$ cat src/rtl/yacht_turn_ctrl_pkg.sv
// Shared types and constants for the Yacht Dice turn sequencer.
// Holds the FSM state encoding, category codes and the category legality check.
package yacht_turn_ctrl_pkg;

  localparam int NUM_CATS = 12;
  localparam int CAT_W    = 4;
  localparam int HOLD_W   = 5;

  typedef enum logic [2:0] {
    S_IDLE   = 3'd0,
    S_ROLL   = 3'd1,
    S_DECIDE = 3'd2,
    S_COMMIT = 3'd3,
    S_OVER   = 3'd4
  } state_t;

  localparam logic [CAT_W-1:0] CAT_ACES       = 4'd0;
  localparam logic [CAT_W-1:0] CAT_SIXES      = 4'd5;
  localparam logic [CAT_W-1:0] CAT_CHOICE     = 4'd6;
  localparam logic [CAT_W-1:0] CAT_FOUR_KIND  = 4'd7;
  localparam logic [CAT_W-1:0] CAT_FULL_HOUSE = 4'd8;
  localparam logic [CAT_W-1:0] CAT_SM_STRAIGHT= 4'd9;
  localparam logic [CAT_W-1:0] CAT_LG_STRAIGHT= 4'd10;
  localparam logic [CAT_W-1:0] CAT_YACHT      = 4'd11;

  // Codes 12..15 index past the used mask, so widen it before indexing.
  function automatic logic cat_ok(input logic [CAT_W-1:0]    cat,
                                  input logic [NUM_CATS-1:0] used);
    logic [15:0] ext;
    ext = 16'(used);
    return (cat < 4'(NUM_CATS)) && !ext[cat];
  endfunction

endpackage

$ cat src/rtl/yacht_turn_ctrl_if.sv
// Front-end / dice-generator signal bundle for the turn sequencer.
// slave is the sequencer side, master is the front-end / observer side.
interface yacht_turn_ctrl_if;
  import yacht_turn_ctrl_pkg::*;

  logic                roll_btn;
  logic                score_btn;
  logic                new_game;
  logic [HOLD_W-1:0]   hold_sw;
  logic [CAT_W-1:0]    cat_sel;
  logic                roll_en;
  logic [HOLD_W-1:0]   hold_mask;
  logic                busy;
  logic [1:0]          rolls_left;
  logic [3:0]          turn_num;
  logic [NUM_CATS-1:0] used_cats;
  logic                score_commit;
  logic [CAT_W-1:0]    score_cat;
  logic                cat_err;
  logic                game_over;

  modport slave (
    input  roll_btn, score_btn, new_game, hold_sw, cat_sel,
    output roll_en, hold_mask, busy, rolls_left, turn_num, used_cats,
           score_commit, score_cat, cat_err, game_over
  );

  modport master (
    output roll_btn, score_btn, new_game, hold_sw, cat_sel,
    input  roll_en, hold_mask, busy, rolls_left, turn_num, used_cats,
           score_commit, score_cat, cat_err, game_over
  );
endinterface

$ cat src/rtl/yacht_turn_ctrl_roll_anim_timer.sv
// Rolling-animation timer: after start, emits ANIM_STEPS tick pulses spaced
// ANIM_DIV cycles apart; done accompanies the final tick.
module roll_anim_timer #(
  parameter int ANIM_DIV   = 5_000_000,
  parameter int ANIM_STEPS = 8
) (
  input  logic clk,
  input  logic reset,
  input  logic start,
  output logic tick,
  output logic done
);
  localparam int DW = $clog2(ANIM_DIV);
  localparam int SW = (ANIM_STEPS > 1) ? $clog2(ANIM_STEPS) : 1;

  logic          active;
  logic [DW-1:0] cnt;
  logic [SW-1:0] step;

  // tick is registered off cnt==1 so it lands exactly when the divider hits 0.
  always_ff @(posedge clk) begin
    if (reset) begin
      active <= 1'b0;
      cnt    <= '0;
      step   <= '0;
      tick   <= 1'b0;
      done   <= 1'b0;
    end else begin
      tick <= 1'b0;
      done <= 1'b0;
      if (start) begin
        active <= 1'b1;
        cnt    <= DW'(ANIM_DIV - 1);
        step   <= '0;
      end else if (active) begin
        cnt <= (cnt == '0) ? DW'(ANIM_DIV - 1) : cnt - 1'b1;
        if (cnt == DW'(1)) begin
          tick <= 1'b1;
          if (step == SW'(ANIM_STEPS - 1)) begin
            done   <= 1'b1;
            active <= 1'b0;
            step   <= '0;
          end else begin
            step <= step + 1'b1;
          end
        end
      end
    end
  end
endmodule

$ cat src/rtl/yacht_turn_ctrl.sv
// Yacht Dice turn sequencer: roll requests -> timed roll_en burst with latched
// hold mask, 3-roll limit, category commit bookkeeping and game-over detection.
module yacht_turn_ctrl
  import yacht_turn_ctrl_pkg::*;
#(
  parameter int ANIM_DIV   = 5_000_000,
  parameter int ANIM_STEPS = 8,
  parameter int MAX_ROLLS  = 3
) (
  input  logic              clk,
  input  logic              reset,
  yacht_turn_ctrl_if.slave  bus
);
  state_t              state, nxt;
  logic                start, roll_ok, score_ok, score_bad;
  logic                tick, done;
  logic [HOLD_W-1:0]   hold_mask;
  logic [1:0]          rolls_left;
  logic [3:0]          turn_num;
  logic [NUM_CATS-1:0] used_cats;
  logic [CAT_W-1:0]    score_cat;
  logic                cat_err;
  logic                clear;

  roll_anim_timer #(.ANIM_DIV(ANIM_DIV), .ANIM_STEPS(ANIM_STEPS)) u_timer (
    .clk   (clk),
    .reset (reset),
    .start (start),
    .tick  (tick),
    .done  (done)
  );

  always_ff @(posedge clk) begin
    if (reset) state <= S_IDLE;
    else       state <= nxt;
  end

  always_comb begin
    nxt       = state;
    start     = 1'b0;
    roll_ok   = 1'b0;
    score_ok  = 1'b0;
    score_bad = 1'b0;
    case (state)
      S_IDLE: if (bus.roll_btn) begin
        nxt     = S_ROLL;
        start   = 1'b1;
        roll_ok = 1'b1;
      end
      S_ROLL: if (done) nxt = S_DECIDE;
      // Score has priority over a simultaneous roll request.
      S_DECIDE: begin
        if (bus.score_btn) begin
          if (cat_ok(bus.cat_sel, used_cats)) begin
            score_ok = 1'b1;
            nxt      = S_COMMIT;
          end else begin
            score_bad = 1'b1;
          end
        end else if (bus.roll_btn && rolls_left != 2'd0) begin
          nxt     = S_ROLL;
          start   = 1'b1;
          roll_ok = 1'b1;
        end
      end
      S_COMMIT: nxt = (turn_num == 4'(NUM_CATS - 1)) ? S_OVER : S_IDLE;
      S_OVER:   if (bus.new_game) nxt = S_IDLE;
      default:  nxt = S_IDLE;
    endcase
  end

  assign clear = reset || (state == S_OVER && bus.new_game);

  always_ff @(posedge clk) begin
    if (clear) begin
      hold_mask  <= '0;
      rolls_left <= 2'(MAX_ROLLS);
      turn_num   <= '0;
      used_cats  <= '0;
      score_cat  <= '0;
      cat_err    <= 1'b0;
    end else begin
      cat_err <= score_bad;
      // First roll of a turn always rerolls every die.
      if (roll_ok) begin
        rolls_left <= rolls_left - 2'd1;
        hold_mask  <= (state == S_IDLE) ? '0 : bus.hold_sw;
      end
      if (score_ok) score_cat <= bus.cat_sel;
      if (state == S_COMMIT) begin
        used_cats[score_cat] <= 1'b1;
        turn_num             <= turn_num + 4'd1;
        rolls_left           <= 2'(MAX_ROLLS);
      end
    end
  end

  assign bus.roll_en      = tick;
  assign bus.hold_mask    = hold_mask;
  assign bus.busy         = (state == S_ROLL);
  assign bus.rolls_left   = rolls_left;
  assign bus.turn_num     = turn_num;
  assign bus.used_cats    = used_cats;
  assign bus.score_commit = (state == S_COMMIT);
  assign bus.score_cat    = score_cat;
  assign bus.cat_err      = cat_err;
  assign bus.game_over    = (state == S_OVER);
endmodule
$ cat src/flat_wrapper.sv
// flat-port wrapper written by rule: the top's interface ports become plain ports
module yacht_turn_ctrl_flat import yacht_turn_ctrl_pkg::*;
#(
  parameter int ANIM_DIV   = 5_000_000,
  parameter int ANIM_STEPS = 8,
  parameter int MAX_ROLLS  = 3
)
  (clk, reset, bus_roll_btn, bus_score_btn, bus_new_game, bus_hold_sw, bus_cat_sel, bus_roll_en, bus_hold_mask, bus_busy, bus_rolls_left, bus_turn_num, bus_used_cats, bus_score_commit, bus_score_cat, bus_cat_err, bus_game_over);
  yacht_turn_ctrl_if bus_i ();
  input  logic clk;
  input  logic reset;
  input wire logic [$bits(bus_i.roll_btn)-1:0] bus_roll_btn;
  input wire logic [$bits(bus_i.score_btn)-1:0] bus_score_btn;
  input wire logic [$bits(bus_i.new_game)-1:0] bus_new_game;
  input wire logic [$bits(bus_i.hold_sw)-1:0] bus_hold_sw;
  input wire logic [$bits(bus_i.cat_sel)-1:0] bus_cat_sel;
  output wire logic [$bits(bus_i.roll_en)-1:0] bus_roll_en;
  output wire logic [$bits(bus_i.hold_mask)-1:0] bus_hold_mask;
  output wire logic [$bits(bus_i.busy)-1:0] bus_busy;
  output wire logic [$bits(bus_i.rolls_left)-1:0] bus_rolls_left;
  output wire logic [$bits(bus_i.turn_num)-1:0] bus_turn_num;
  output wire logic [$bits(bus_i.used_cats)-1:0] bus_used_cats;
  output wire logic [$bits(bus_i.score_commit)-1:0] bus_score_commit;
  output wire logic [$bits(bus_i.score_cat)-1:0] bus_score_cat;
  output wire logic [$bits(bus_i.cat_err)-1:0] bus_cat_err;
  output wire logic [$bits(bus_i.game_over)-1:0] bus_game_over;
  assign bus_i.roll_btn = bus_roll_btn;
  assign bus_i.score_btn = bus_score_btn;
  assign bus_i.new_game = bus_new_game;
  assign bus_i.hold_sw = bus_hold_sw;
  assign bus_i.cat_sel = bus_cat_sel;
  assign bus_roll_en = bus_i.roll_en;
  assign bus_hold_mask = bus_i.hold_mask;
  assign bus_busy = bus_i.busy;
  assign bus_rolls_left = bus_i.rolls_left;
  assign bus_turn_num = bus_i.turn_num;
  assign bus_used_cats = bus_i.used_cats;
  assign bus_score_commit = bus_i.score_commit;
  assign bus_score_cat = bus_i.score_cat;
  assign bus_cat_err = bus_i.cat_err;
  assign bus_game_over = bus_i.game_over;
  yacht_turn_ctrl #(.ANIM_DIV(ANIM_DIV), .ANIM_STEPS(ANIM_STEPS), .MAX_ROLLS(MAX_ROLLS)) u_core (.clk(clk), .reset(reset), .bus(bus_i));
endmodule
$ cat config.mk
export PLATFORM = sky130hd
export DESIGN_NAME = yacht_turn_ctrl_flat
export DESIGN_NICKNAME = d
export VERILOG_FILES = /design/src/rtl/yacht_turn_ctrl_pkg.sv /design/src/rtl/yacht_turn_ctrl_if.sv /design/src/rtl/yacht_turn_ctrl_roll_anim_timer.sv /design/src/rtl/yacht_turn_ctrl.sv /design/src/flat_wrapper.sv
export SDC_FILE = /design/constraint.sdc
export NUM_CORES = 1
export LEC_CHECK = 0
export BUFFER_PORTS_ARGS = -buffer_cell sky130_fd_sc_hd__buf_2
export CORE_ASPECT_RATIO = 1.5
export CORE_MARGIN = 4
export CORE_UTILIZATION = 40
export CTS_BUF_LIST = sky130_fd_sc_hd__clkbuf_4 sky130_fd_sc_hd__clkbuf_8 sky130_fd_sc_hd__clkbuf_16
export DETAILED_ROUTE_END_ITERATION = 10
export GPL_TIMING_DRIVEN = 0
export MAX_ROUTING_LAYER = met4
export PLACE_DENSITY = 0.6
export SLEW_MARGIN = 40
export SYNTH_ARGS = -nofsm -noshare
export SYNTH_HDL_FRONTEND = slang
export SYNTH_SLANG_ARGS = --single-unit
$ cat constraint.sdc
create_clock -name clk -period 2.1 [get_ports clk]
set_input_delay 0.42 -clock clk [delete_from_list [all_inputs] [get_ports clk]]
set_output_delay 0.42 -clock clk [all_outputs]
set_load 0.005 [all_outputs]
Word level (Yosys, flattened, before mapping):

Index checks and enable logic that the tools add are counted.
W data, S select, Z words.

* add/subtract/negate cells: 4
* order comparisons: 4
* eq/ne operators: 12
* mux-type cells: 31
* bitwise gates (word level): 5
* reductions and logical operators: 17

Operators with widths (number)
* $mux W23: 3
* $mux W3: 8
* $eq A23 B1 Y1 const B: 1
* $logic_not A23 Y1: 1
* $sub A23 B1 Y23 const B: 1
* $mux W1: 15
* $pmux W3 S5: 1
* $or A12 B12 Y12: 1
* $lt A4 B5 Y1 const B: 2
* $eq A3 B2 Y1 const B: 2
* $eq A3 B3 Y1 const B: 2
* $ne A3 B2 Y1 const B: 2
* $reduce_or A3 Y1: 2
* $mux W5: 1
* $reduce_and A5 Y1: 1
* $add A4 B1 Y4 const B: 1
* $bmux W1 S4: 1
* $demux W1 S4: 1
* $eq A4 B4 Y1 const B: 1
* $ge A4 B1 Y1 const B: 1
* $logic_and A1 B1 Y1: 4
* $lt A4 B4 Y1 const B: 1
* $ne A2 B2 Y1 const B: 2
* $not A1 Y1: 4
* 12 further kinds: 14

* flip-flop bits (word level): 60
* input bits: 14
* output and inout bits: 32
* word-level logic and storage cells: 86

Depth between registers and ports, before layout:

* depth in word-level cells: 7
* depth in mapped cells: 8

Cells and area by module:

A second synthesis with hierarchy kept.

* cell total of the unflattened synthesis: 317
* area, all modules: 2887.8 µm²

By module, submodules not included
* roll_anim_timer: times used 1, cells each 159, area an instance 1481.4 µm², sequential area each 580.6 µm²
* yacht_turn_ctrl: times used 1, cells each 158, area an instance 1406.3 µm², sequential area each 620.6 µm²

Worst setup path before layout:

No wires, ideal clock.

* path kind: flip-flop to flip-flop
* from: register u_core.u_timer.cnt[0]
* to: register u_core.u_timer.cnt[17]
* library setup time: 0.121 ns
* data arrival time: 1.697 ns
* data required time: 1.979 ns
* slack: 0.282 ns
* stages on the path, launching flop included: 6
* path through: dfxtp_1 > or4_4 > or3_4 > nor4_1 > mux2i_1 > nor2_1

* longest elaborated chain between the ends: 2
* elaborated cells on any way between the ends: 3
* classes of those cells: 1 x add/sub; 1 x mux; 1 x reduce/logical

RTL lines
* start: declaration: line yacht_turn_ctrl_roll_anim_timer.sv:17 `logic [DW-1:0] cnt;`
* start signal: assignment: line yacht_turn_ctrl_roll_anim_timer.sv:33 `cnt <= DW'(ANIM_DIV - 1);`
* start signal: assignment: line yacht_turn_ctrl_roll_anim_timer.sv:36 `cnt <= (cnt == '0) ? DW'(ANIM_DIV - 1) : cnt - 1'b1;`
* $sub A23 B1 Y23 or $logic_not A23 Y1 (tied branches): line yacht_turn_ctrl_roll_anim_timer.sv:36
* $mux W23 *: line yacht_turn_ctrl_roll_anim_timer.sv:36

Every way passes the cells marked *; elsewhere a longest branch is shown, timed or not.
A chain may end at the register's enable or synchronous reset.

Final worst setup path:

* from: register u_core.u_timer.cnt[11]
* to: register u_core.u_timer.cnt[21]

Same word-level chain as after synthesis.

==> impl_metrics.env <==
export IMPL_status="finished, final reports clean"
export IMPL_fin_skew_ns=0.00847
export IMPL_fin_area_sq_um=3260
export IMPL_gp_congestion=0.828
export IMPL_area_growth_pct=20.7
export IMPL_die_y_um=109
export IMPL_power_density_nw_per_um2=791
export IMPL_synth_compound_area_share=0.134
export IMPL_synth_fa_ha_area_frac=0.0278
export IMPL_cts_sinks=60
export IMPL_antenna_cells=0
export IMPL_ys_ff_latch=60
export IMPL_clock_power_share=0.400
export IMPL_coreArea_sq_um=6530
export IMPL_setup_slack_ns=0.0558
export IMPL_first_pass_iters=5
export IMPL_power_leakage_uw=0.00137
export IMPL_period_share=0.973
export IMPL_route_detailed_drc=0
export IMPL_row_count=36
export IMPL_timing_final_max_slew_violations=0
export IMPL_synth_xor_area_share=0.0713
export IMPL_antenna_found_initial=0
export IMPL_layout_common_cells="dfxtp_1 (58), buf_2 (47), nor2_1 (37)"
export IMPL_ant_nets=0
export IMPL_r2r_start="u_core.u_timer.cnt[11]$_SDFFE_PP0P_"
export IMPL_synth_cells=306
export IMPL_start_util=0.414
export IMPL_syn_area_per_cell_sq_um=8.84
export IMPL_worstSkewPairLatency_ns=0.33
export IMPL_routedWlPerCell_um=15.2
export IMPL_reg2reg_slack_ns=0.06
export IMPL_io_pins=46
export IMPL_holdPathEnd="u_core.bus.hold_mask[4]$_SDFFE_PP0P_"
export IMPL_yosys_area_share_simple=0.238
export IMPL_slew_headroom=0.559
export IMPL_fmax_ghz=0.489
export IMPL_grt_max_degree=12
export IMPL_synth_mux_area_fraction=0.0509
export IMPL_overflow=0
export IMPL_fin_tns_setup_ns=0
export IMPL_cts_path_max_buffers=2
export IMPL_cts_max_level=3
export IMPL_dpl_cell_area_sq_um=3030
export IMPL_io_buffer_count=45
export IMPL_synth_fp_nets=326
export IMPL_hold_class="in -> reg"
export IMPL_grt_pass1_vias=2361
export IMPL_sw_frac_of_total=0.275
export IMPL_dp_slack_ns=-0.0906
export IMPL_via_per_inst=5.43
export IMPL_die_w_um=75.1
export IMPL_postCtsSetupBuffers=0
export IMPL_finalCriticalPeriod_ns=2.04
export IMPL_yosysSeqAreaShare=0.444
export IMPL_clk_pin_slew_ns=0.07
export IMPL_die_area_sq_um=8170
export IMPL_syn_cell_area_sq_um=2700
export IMPL_p_sw_uw=709
export IMPL_ys_warn_count=0
export IMPL_critPathLaunchType="flip-flop"
export IMPL_hold_violations=0
export IMPL_timing_hold_ws_ns=0.337
export IMPL_power_frac_seq=0.477
export IMPL_holdBufCountCts=0
export IMPL_final_common_cell="dfxtp_1"
export IMPL_tightest_slew_ns=0.661
export IMPL_ctsResizeCount=3
export IMPL_power_uw=2580
export IMPL_worst_ir_drop_vdd_mv=0.343
export IMPL_numCtsBuffers=9
export IMPL_cts_root_buf="clkbuf_8"
export IMPL_grt_use_total=0.189
export IMPL_dp_hpwl_um=5050
export IMPL_critPathKind="reg -> reg"
export IMPL_synth_distinct_cells=45
export IMPL_drtIter0Drc=153
export IMPL_drive_above_1_share=0.232
export IMPL_totalWireLength_um=6720
export IMPL_layout_nets=381
export IMPL_rsz0062_at_grt="no"
export IMPL_finalSetupViolations=0
export IMPL_vias=2402
export IMPL_comb_power_share=0.123
export IMPL_cts_tree="built"
export IMPL_rr_worst_depth=6
export IMPL_worstPathMaxFanout=8
export IMPL_rr_endpoint="u_core.u_timer.cnt[21]$_SDFFE_PP0P_"
export IMPL_cp_required_ns=2.36
export IMPL_max_cap_violations=0
export IMPL_crit_arrival_ns=2.30
export IMPL_synth_top_family_by_area="simple AND/OR/NAND/NOR gates"
export IMPL_hp_start="bus_hold_sw[4]"
export IMPL_hold_path_depth=3
export IMPL_setup_worst_path_end_class="flip-flop"
export IMPL_p_int_uw=1870
export IMPL_grt_pass1_wl_um=11400
[through the flow]
stage / std cells / utilization
2_1_floorplan: 306 / -
3_3_place_gp: 427 / 0.463
3_5_place_dp: 427 / 0.464
4_1_cts: 443 / 0.495
5_1_grt: 442 / 0.500
6_report: 442 / 0.500
[layer usage]
metal / up-vias / part of all wire / GRT usage
met2: 60 / 0.52 / 0.314
li1: 1200 / - / -
met1: 1129 / 0.42 / 0.217
met5: - / 0 / -
met4: 0 / 0.027 / 0.0725
met3: 13 / 0.030 / 0.0443
[sequential cells by signal (all words and copies together), names as in the netlist]
signal / cells
u_core.bus.rolls_left: 2
u_core.u_timer.tick: 1
u_core.bus.hold_mask: 5
u_core.u_timer.step: 3
u_core.u_timer.active: 1
u_core.bus.cat_err: 1
u_core.state: 3
u_core.u_timer.done: 1
u_core.bus.score_cat: 4
u_core.bus.turn_num: 4
u_core.u_timer.cnt: 23
u_core.bus.used_cats: 12
[Yosys cell counts, drive strengths merged]
cell type / count / area, sq um
dfxtp: 60 / 1200
nor2: 38 / 145
a21oi: 36 / 184
nand2: 26 / 97.6
nor3: 14 / 70.1
nand3: 12 / 60.1
xnor2: 11 / 96.3
xor2: 11 / 96.3
inv: 8 / 30.0
clkbuf: 7 / 26.3
mux2i: 7 / 70.1
nor4: 7 / 50.1
ha: 6 / 75.1
o21ai: 6 / 30.0
and3: 5 / 31.3
nand2b: 5 / 31.3
nand4: 4 / 25.0
o2111ai: 4 / 35.0
or3: 4 / 35.0
a31oi: 3 / 18.8
and2: 3 / 18.8
and4: 3 / 26.3
buf: 3 / 21.3
mux4: 3 / 67.6
a211oi: 2 / 20.0
a21o: 2 / 15.0
a22oi: 2 / 15.0
nor2b: 2 / 12.5
nor3b: 2 / 15.0
a221oi: 1 / 8.76
a311o: 1 / 10.0
a311oi: 1 / 8.76
a31o: 1 / 8.76
clkdlybuf4s15: 1 / 10.0
clkinv: 1 / 3.75
nand4b: 1 / 8.76
o211ai: 1 / 7.51
or2: 1 / 6.26
or4: 1 / 11.3
[worst max-delay path: stages, from the launching register on]
cell and delay [ns]:
dfxtp_1 0.34, nor3_1 0.43, and3_1 0.23, clkdlybuf4s15_1 0.36, nand4_1 0.16, a311o_1 0.33, a21oi_1 0.13
[power groups by stage]
stage	Clock, uW	Sequential [uW]	Combinational, uW
floorplan	0	1240	214
global placement	0	1250	301
detailed placement	0	1250	302
CTS	1050	1230	305
global route	1100	1240	355
finish	1030	1230	317
[how the worst max path moves through the flow]
stage,end,slack (ns),start
after floorplan,u_core.u_timer.cnt[17]$_SDFFE_PP0P_,0.28,u_core.u_timer.cnt[0]$_SDFFE_PP0P_
after global placement,u_core.u_timer.cnt[22]$_SDFFE_PP0P_,-0.18,u_core.u_timer.cnt[0]$_SDFFE_PP0P_
after detailed placement,u_core.u_timer.cnt[6]$_SDFFE_PP0P_,-0.09,u_core.bus.rolls_left[0]$_SDFFE_PP1P_
after CTS,u_core.u_timer.cnt[6]$_SDFFE_PP0P_,0.001,u_core.bus.rolls_left[0]$_SDFFE_PP1P_
after global routing,u_core.u_timer.cnt[14]$_SDFFE_PP0P_,0.02,u_core.bus.rolls_left[0]$_SDFFE_PP1P_
final,u_core.u_timer.cnt[21]$_SDFFE_PP0P_,0.06,u_core.u_timer.cnt[11]$_SDFFE_PP0P_
[logic make-up after synthesis]
| logic type | after synthesis |
|---|---|
| simple gates | 128 |
| compound gates | 60 |
| flops | 60 |
| xor+xnor | 22 |
| buf+inv | 20 |
| mux | 10 |
| fa+ha+maj | 6 |
[area by class of cell]
type                       instances  area (sq um)
buffer                            10          57.6
fill                             638          3270
multi-input combinational        226          1450
inverter                           9          35.0
clock buffer                      10           131
clock inverter                     6          65.1
tap                               76          95.1
sequential                        60          1200
timing repair buffer              45           225
Power figures use the tool's default switching activity.
